==> src/rtl/gray_counter.sv <==
// Up/down binary counter with a registered Gray-code output, Gray-coded
// parallel load, and single-cycle wrap (tc) and change (chg) strobes.
module gray_counter #(
  parameter int unsigned WIDTH = 4
) (
  input  logic             clk,
  input  logic             rst,
  input  logic             en,
  input  logic             up,
  input  logic             load,
  input  logic [WIDTH-1:0] load_g,
  output logic [WIDTH-1:0] G,
  output logic             tc,
  output logic             chg
);

  logic [WIDTH-1:0] cnt_q, cnt_d;
  logic [WIDTH-1:0] g_q, g_d;
  logic             tc_q, tc_d;
  logic             chg_q, chg_d;

  // Gray to binary: MSB passes through, each lower bit folds in the bit above.
  function automatic logic [WIDTH-1:0] gray2bin(input logic [WIDTH-1:0] g);
    logic [WIDTH-1:0] b;
    b[WIDTH-1] = g[WIDTH-1];
    for (int i = int'(WIDTH) - 2; i >= 0; i--) begin
      b[i] = b[i+1] ^ g[i];
    end
    return b;
  endfunction

  // Next-state: load beats count beats hold; Gray value derived from next count.
  always_comb begin
    cnt_d = cnt_q;
    tc_d  = 1'b0;
    chg_d = 1'b0;
    if (load) begin
      cnt_d = gray2bin(load_g);
      chg_d = (load_g != g_q);
    end else if (en) begin
      chg_d = 1'b1;
      if (up) begin
        cnt_d = cnt_q + WIDTH'(1);
        tc_d  = &cnt_q;
      end else begin
        cnt_d = cnt_q - WIDTH'(1);
        tc_d  = ~|cnt_q;
      end
    end
    g_d = cnt_d ^ (cnt_d >> 1);
  end

  always_ff @(posedge clk) begin
    if (rst) begin
      cnt_q <= '0;
      g_q   <= '0;
      tc_q  <= 1'b0;
      chg_q <= 1'b0;
    end else begin
      cnt_q <= cnt_d;
      g_q   <= g_d;
      tc_q  <= tc_d;
      chg_q <= chg_d;
    end
  end

  assign G   = g_q;
  assign tc  = tc_q;
  assign chg = chg_q;

endmodule
==> config.mk <==
export PLATFORM = sky130hd
export DESIGN_NAME = gray_counter
export DESIGN_NICKNAME = d
export VERILOG_FILES = /design/src/rtl/gray_counter.sv
export SDC_FILE = /design/constraint.sdc
export NUM_CORES = 1
export LEC_CHECK = 0
export ABC_AREA = 1
export CAP_MARGIN = 15
export CORE_ASPECT_RATIO = 0.7
export CORE_UTILIZATION = 26
export CTS_CLUSTER_DIAMETER = 100
export DETAILED_ROUTE_END_ITERATION = 6
export HOLD_SLACK_MARGIN = 0.06
export SLEW_MARGIN = 30
export SYNTH_ARGS = -nofsm -noshare
export SYNTH_HDL_FRONTEND = slang
export SYNTH_SLANG_ARGS = --single-unit
==> constraint.sdc <==
create_clock -name clk -period 2.1 [get_ports clk]
set_clock_uncertainty 0.2 [all_clocks]
set_input_delay 0.21 -clock clk [delete_from_list [all_inputs] [get_ports clk]]
set_output_delay 0.21 -clock clk [all_outputs]
set_load 0.1 [all_outputs]
==> flow_summary_export.csv <==
group,metric,value,unit
synthesis,synth-seq-area-share,27.9,%
timing,drv_slew,0,
clocking,clk_latency,270,ps
setup_path,ff2ff_path_depth,10,
power_and_ir_drop,p_clk_share,23.3,%
synthesis,synthAdderAreaFrac,6.96,%
flow_run,maxCapViolations,0,
routing,met1_length,676,µm
setup_path,max_stage_delay,490,ps
timing,relSlewSlack,75.4,%
synthesis,synth.most_common_cell,"nand2_1",
clocking,cts_max_path_buffers,2,
setup_path,crit_family,"simple AND/OR/NAND/NOR gates",
global_route,grt_max_degree,10,
clocking,postCtsResizedCells,0,
global_route,overflow,0,
power_and_ir_drop,internal_power,0.339,mW
synthesis,synthArstFlopShare,0,%
synthesis,ys_top_cells_by_count,"nand2_1 (27), inv_1 (12), nor2_1 (12)",
synthesis,synth_compound_area_share,8.32,%
place,place_hpwl,1.12,mm
layout,drive_gt1_share,16.8,%
setup_path,cp.arrival,1810,ps
timing,final.period_utilization,88.1,%
routing,drc,0,
synthesis,synth_top_family_by_area,"simple AND/OR/NAND/NOR gates",
clocking,cts_tree,"yes",
power_and_ir_drop,p_leak,0.411,nW
die,die_x,61.6,µm
timing,finalSetupTns,0,ps
power_and_ir_drop,total_power,0.583,mW
setup_path,cp.required,2060,ps
setup_path,r2r_end,"G[1]",
setup_path,reg2reg_slack,350,ps
setup_path,path_cells,"clkdlybuf4s50_1, inv_1, ha_1, or2_2, nand3_1, nand3_1, nand2_1, nand2_1, nand2_1, nand2_1",
layout,final_area,826,µm²
die,die_area,2690,µm²
clocking,cts_hold_buf,0,
routing,post_drt_wl_per_cell,9.31,µm
clocking,cts.sink_count,9,
routing,drt_iter0_markers,12,
die,ioPinCount,15,
synthesis,syn_avg_cell_area,6.67,µm²
routing,drt-total-wl,1.35,mm
synthesis,synth_top_area_share,27.9,%
synthesis,yosysWarnings,0,
power_and_ir_drop,power_density,706,nW/µm²
clocking,h-tree-depth,1,
routing,drt-pass1-iter-count,4,
routing,final_antenna_net_count,0,
power_and_ir_drop,share_comb_of_total_power,41.8,%
setup_path,crit_path_frequent_cell,"nand2_1",
die,die_h,43.7,µm
setup_path,worst-path-buf-inv,2,
synthesis,synth_nets,109,
die,core_area,2240,µm²
clocking,cts_root_buf,"clkbuf_4",
setup_path,worstSetupPathDepth,10,
status,status,"complete, no violations",
power_and_ir_drop,peakVddDrop,161,µV
layout,num_antenna_cells,0,
clocking,post_cts_buffers,0,
timing,period_needed,1850,ps
setup_path,critPathMaxFanout,3,
setup_path,rr_startpoint,"cnt_q[0]",
place,port_buffers,14,
place,pre_cts_ws,-46.6,ps
setup_path,cp-end-kind,"register",
setup_path,cp-startpoint,"up",
synthesis,synth_area_leaders,"dfxtp_1 (28%), nand2_1 (16%), nand3_1 (7.7%)",
layout,fillers,269,
place,place_area,800,µm²
timing,max_freq,0.541,GHz
global_route,grt_use_total,11.6,%
setup_path,cp-endpoint,"G[2]",
global_route,antenna_found_initial,0,
setup_path,start_kind,"primary input",
global_route,grt_pass1_wl,2.25,mm
synthesis,synth_edf_count,0,
routing,wl_met2,561,µm
layout,area_delta_synth_final,27.7,%
power_and_ir_drop,p_sw_share,41.9,%
synthesis,synthFlopType,"dfxtp_1",
setup_path,worst-setup-path-type,"in -> reg",
setup_path,cpMaxStageDelayCell,"clkdlybuf4s50_1",
routing,vias,630,
routing,top_layer,"met4",
die,rows,14,
place,gp_congestion,0.846,
clocking,numCtsBuffers,3,
power_and_ir_drop,p_switching,0.245,mW
worst_hold_path,min_path_type,"reg -> reg",
clocking,clk_pin_slew_worst_paths,60,ps
die,initial_core_util,28.9,%
layout,finish.utilization,36.8,%
routing,viasPerCell,4.34,
timing,final.setup.worst_slack,251,ps
routing,dr_wl_met3,90,µm
timing,hold_viol,0,
timing,rsz0062_at_grt,"no",
synthesis,syn_area,647,µm²
synthesis,syn_inst,97,
timing,tightest_slew,368,ps
synthesis,synth-simple-area-share,40.2,%
global_route,grt_pass1_vias,547,
timing,setup_viol_count_final,0,
synthesis,ys_types,22,
power_and_ir_drop,pwr-share-seq,34.9,%
synthesis,yosys.area_share.xor_xnor,5.42,%
synthesis,synth_mux_area_share,0,%
synthesis,yosysTopAreaCell,"dfxtp_1",
synthesis,synth-seq-cells,9,
layout,final_nets,126,
==> power by group through the flow <==
stage / Combinational [mW] / Sequential, mW / Clock (mW)
after floorplan: 0.113 / 0.282 / 0
after global placement: 0.243 / 0.208 / 0
after detailed placement: 0.244 / 0.208 / 0
after CTS: 0.246 / 0.204 / 0.139
after global routing: 0.267 / 0.206 / 0.145
final: 0.244 / 0.204 / 0.136
==> through the flow <==
step / cells / hold WS (ps)
5_1_grt: 145 / 371
6_report: 145 / 348
2_1_floorplan: 97 / 77.0
3_3_place_gp: 141 / 332
4_1_cts: 145 / 354
3_5_place_dp: 141 / 338
==> worst reg2reg max path, stage by stage (launching register included) <==
cell	delay [ps]
dfxtp_1	400
inv_1	90
fa_1	400
inv_1	60
nand2_1	50
nand3_1	60
nand3_1	70
nand2_1	80
inv_1	60
nor2_1	120
nor2_1	50
==> cells by family after synthesis <==
group                      count (synthesis)
and+or+nand+nor                           57
buffers and inverters                     17
DFF                                        9
AOI/OAI and AO/OA                          7
xor gates and xnor gates                   4
adders and majority gates                  3
==> per-layer routing <==
metal	up-vias	track usage, %
met3	4	4.78
met1	270	15.6
met4	0	5.33
met2	15	16.1
li1	341	-
met5	-	0
==> cells in the final DEF (no fill, tap or decap) <==
| cell | count |
|---|---|
| or2_2 | 1 |
| buf_4 | 7 |
| a21oi_1 | 2 |
| xnor2_1 | 4 |
| o21ai_0 | 1 |
| o21ai_1 | 2 |
| nor2_1 | 12 |
| nand2_2 | 1 |
| nand3_1 | 10 |
| nand3_2 | 2 |
| inv_1 | 12 |
| clkdlybuf4s50_1 | 8 |
| dfxtp_1 | 9 |
| nand3b_1 | 1 |
| inv_2 | 2 |
| nand3b_2 | 1 |
| fa_1 | 1 |
| o211ai_2 | 1 |
| a21oi_4 | 1 |
| ha_1 | 2 |
| nand2_1 | 27 |
| nand4_1 | 2 |
| clkbuf_4 | 3 |
| clkbuf_1 | 1 |
==> cell type report <==
class	instances	area, µm²	area share (%)
clock buffers	4	26.3	3.18
inverters	14	52.6	6.36
multi-input cells	71	394	47.7
flip-flops and latches	9	180	21.8
well taps	32	40.0	4.85
repair buffers	15	133	16.1
==> worst min path at each step <==
stage | endpoint | from | slack (ps) | depth (start not counted)
5_1_grt | tc | cnt_q[2] | 370 | 2
3_5_place_dp | tc | cnt_q[2] | 340 | 2
4_1_cts | tc | cnt_q[2] | 350 | 2
6_report | tc | cnt_q[2] | 350 | 2
2_1_floorplan | cnt_q[1] | rst | 80 | 1
3_3_place_gp | tc | cnt_q[2] | 330 | 2
==> sequential cells by signal, summed over array words and instances, names as in the netlist <==
name / count
tc: 1
cnt_q: 4
chg: 1
G: 3
Note: power is estimated with default switching activity, not from simulation.
==> edit: new RTL, config.mk and constraints unchanged <==
Remove the register `chg_q`: a continuous assignment takes its place, so the output `chg` follows one clock earlier.
--- a/src/rtl/gray_counter.sv
+++ b/src/rtl/gray_counter.sv
@@ -55,14 +55,14 @@
       cnt_q <= '0;
       g_q   <= '0;
       tc_q  <= 1'b0;
-      chg_q <= 1'b0;
     end else begin
       cnt_q <= cnt_d;
       g_q   <= g_d;
       tc_q  <= tc_d;
-      chg_q <= chg_d;
     end
   end
+
+  assign chg_q = chg_d;
 
   assign G   = g_q;
   assign tc  = tc_q;
Check against the original RTL: not equivalent (a bounded check fails within 4 cycles, from zero or initial values and one cycle with rst high).
==> edit against the original RTL <==
- setup slack worse by 39 ps
- non-clock buffer count is 2 higher
- area after synthesis is 6.2% lower
- hold slack improved by 46 ps
- sequential cell count decreased by 1
- critical path depth is 4 lower
- synthesized cell count is 2.1% higher
- power decreased by 2.8%
- design area grew 1.4%
- routed wire length is 3.0% lower
- largest power group unchanged
==> edit: results (changes against the original RTL) <==
| Metric | Value |
|---|---|
| Via count | 647 (+2.7%) |
| R2R cell count | 9 (-1) |
| CP delay by family, top | buffers and inverters |
| Post-synthesis compound-gate area fraction | 7.63% (-0.69 points) |
| Largest net degree at the start of global routing | 9 (-1) |
| Top cell type's share of synthesized area | 26.4% (-1.5 points) |
| Crit path arrival time | 1480 ps (-330 ps) |
| DR iter-0 viols | 3 (-9) |
| Total wire length | 1.31 mm (-3.0%) |
| Sequential share of the synthesized area | 26.4% (-1.5 points) |
| Setup crit end | chg |
| HPWL after DPL | 1.09 mm (-3.0%) |
| Clk pwr share | 21.7% (-1.6 points) |
| Min-delay src | cnt_q[1] |
| Synth cell types | 22 (unchanged) |
| Slew headroom | 77.8% (+2.4 points) |
| Synth top area cells | dfxtp_1 (26%), nand2_1 (20%), inv_1 (9.9%) |
| LEAKAGE | 0.445 nW (+8.4%) |
| Met1 Use GR | 18.4% (+2.7 points) |
| Switch share | 43.4% (+1.5 points) |
| Mapped Nets | 111 (+1.8%) |
| Drt drc | 0 (unchanged) |
| Top cells by count, synth | nand2_1 (32), inv_1 (16), nand3_1 (9) |
| R2R Setup Slk | 320 ps (-30 ps) |
| Worst setup path start | load_g[1] |
| Outcome | complete, no violations |
| Combinational share of power | 46.2% (+4.4 points) |
| # fillers | 245 (-8.9%) |
| Vias in the first global route | 581 (+6.2%) |
| Adder-cell share of the synthesized area | 7.42% (+0.46 points) |
| Final nets | 132 (+4.8%) |
| Setup WS pre-CTS | -30.0 ps (+16.6 ps) |
| Critical R2R Launch | cnt_q[1] |
| Synth Area in XOR/XNOR | 5.77% (+0.36 points) |
| GR Util met3 | 6.48% (+1.7 points) |
| Worst setup slack after layout | 212 ps (-38.8 ps) |
| Worst R2R End | G[0] |
| VDD IR max | 320 µV (+99%) |
| First-pass GRT wire length | 2.46 mm (+9.2%) |
| GRT Total Usage | 13.1% (+1.5 points) |
| Final Hold Slack | 394 ps (+45.8 ps) |
| Met2 usage | 17.8% (+1.6 points) |
[edit: layer usage]
| layer | part of all wire [%] | vias to the layer above |
|---|---|---|
| met3 | 5.3 | 3 |
| met4 | 1.2 | 0 |
| met1 | 55 | 276 |
| met2 | 39 | 18 |
| li1 | - | 350 |
| met5 | 0 | - |
[edit: stage by stage]
stage	TNS, ps	total power (W)	cell area (µm²)	instances	util, %
2_1_floorplan	0	0.000376	622	99	-
3_3_place_gp	-0.967	0.000447	815	147	37.5
3_5_place_dp	-30.0	0.000447	815	147	37.5
4_1_cts	0	0.000572	837	150	38.5
5_1_grt	0	0.000608	837	150	38.5
6_report	0	0.000567	837	150	38.5
[edit: area by class of cell]
cell class / count / share of cell area, %
Tap cell: 32 / 4.78
Inverter: 18 / 8.07
Multi-Input combinational cell: 72 / 45.7
Timing Repair Buffer: 17 / 19.1
Clock buffer: 3 / 2.69
Sequential cell: 8 / 19.6
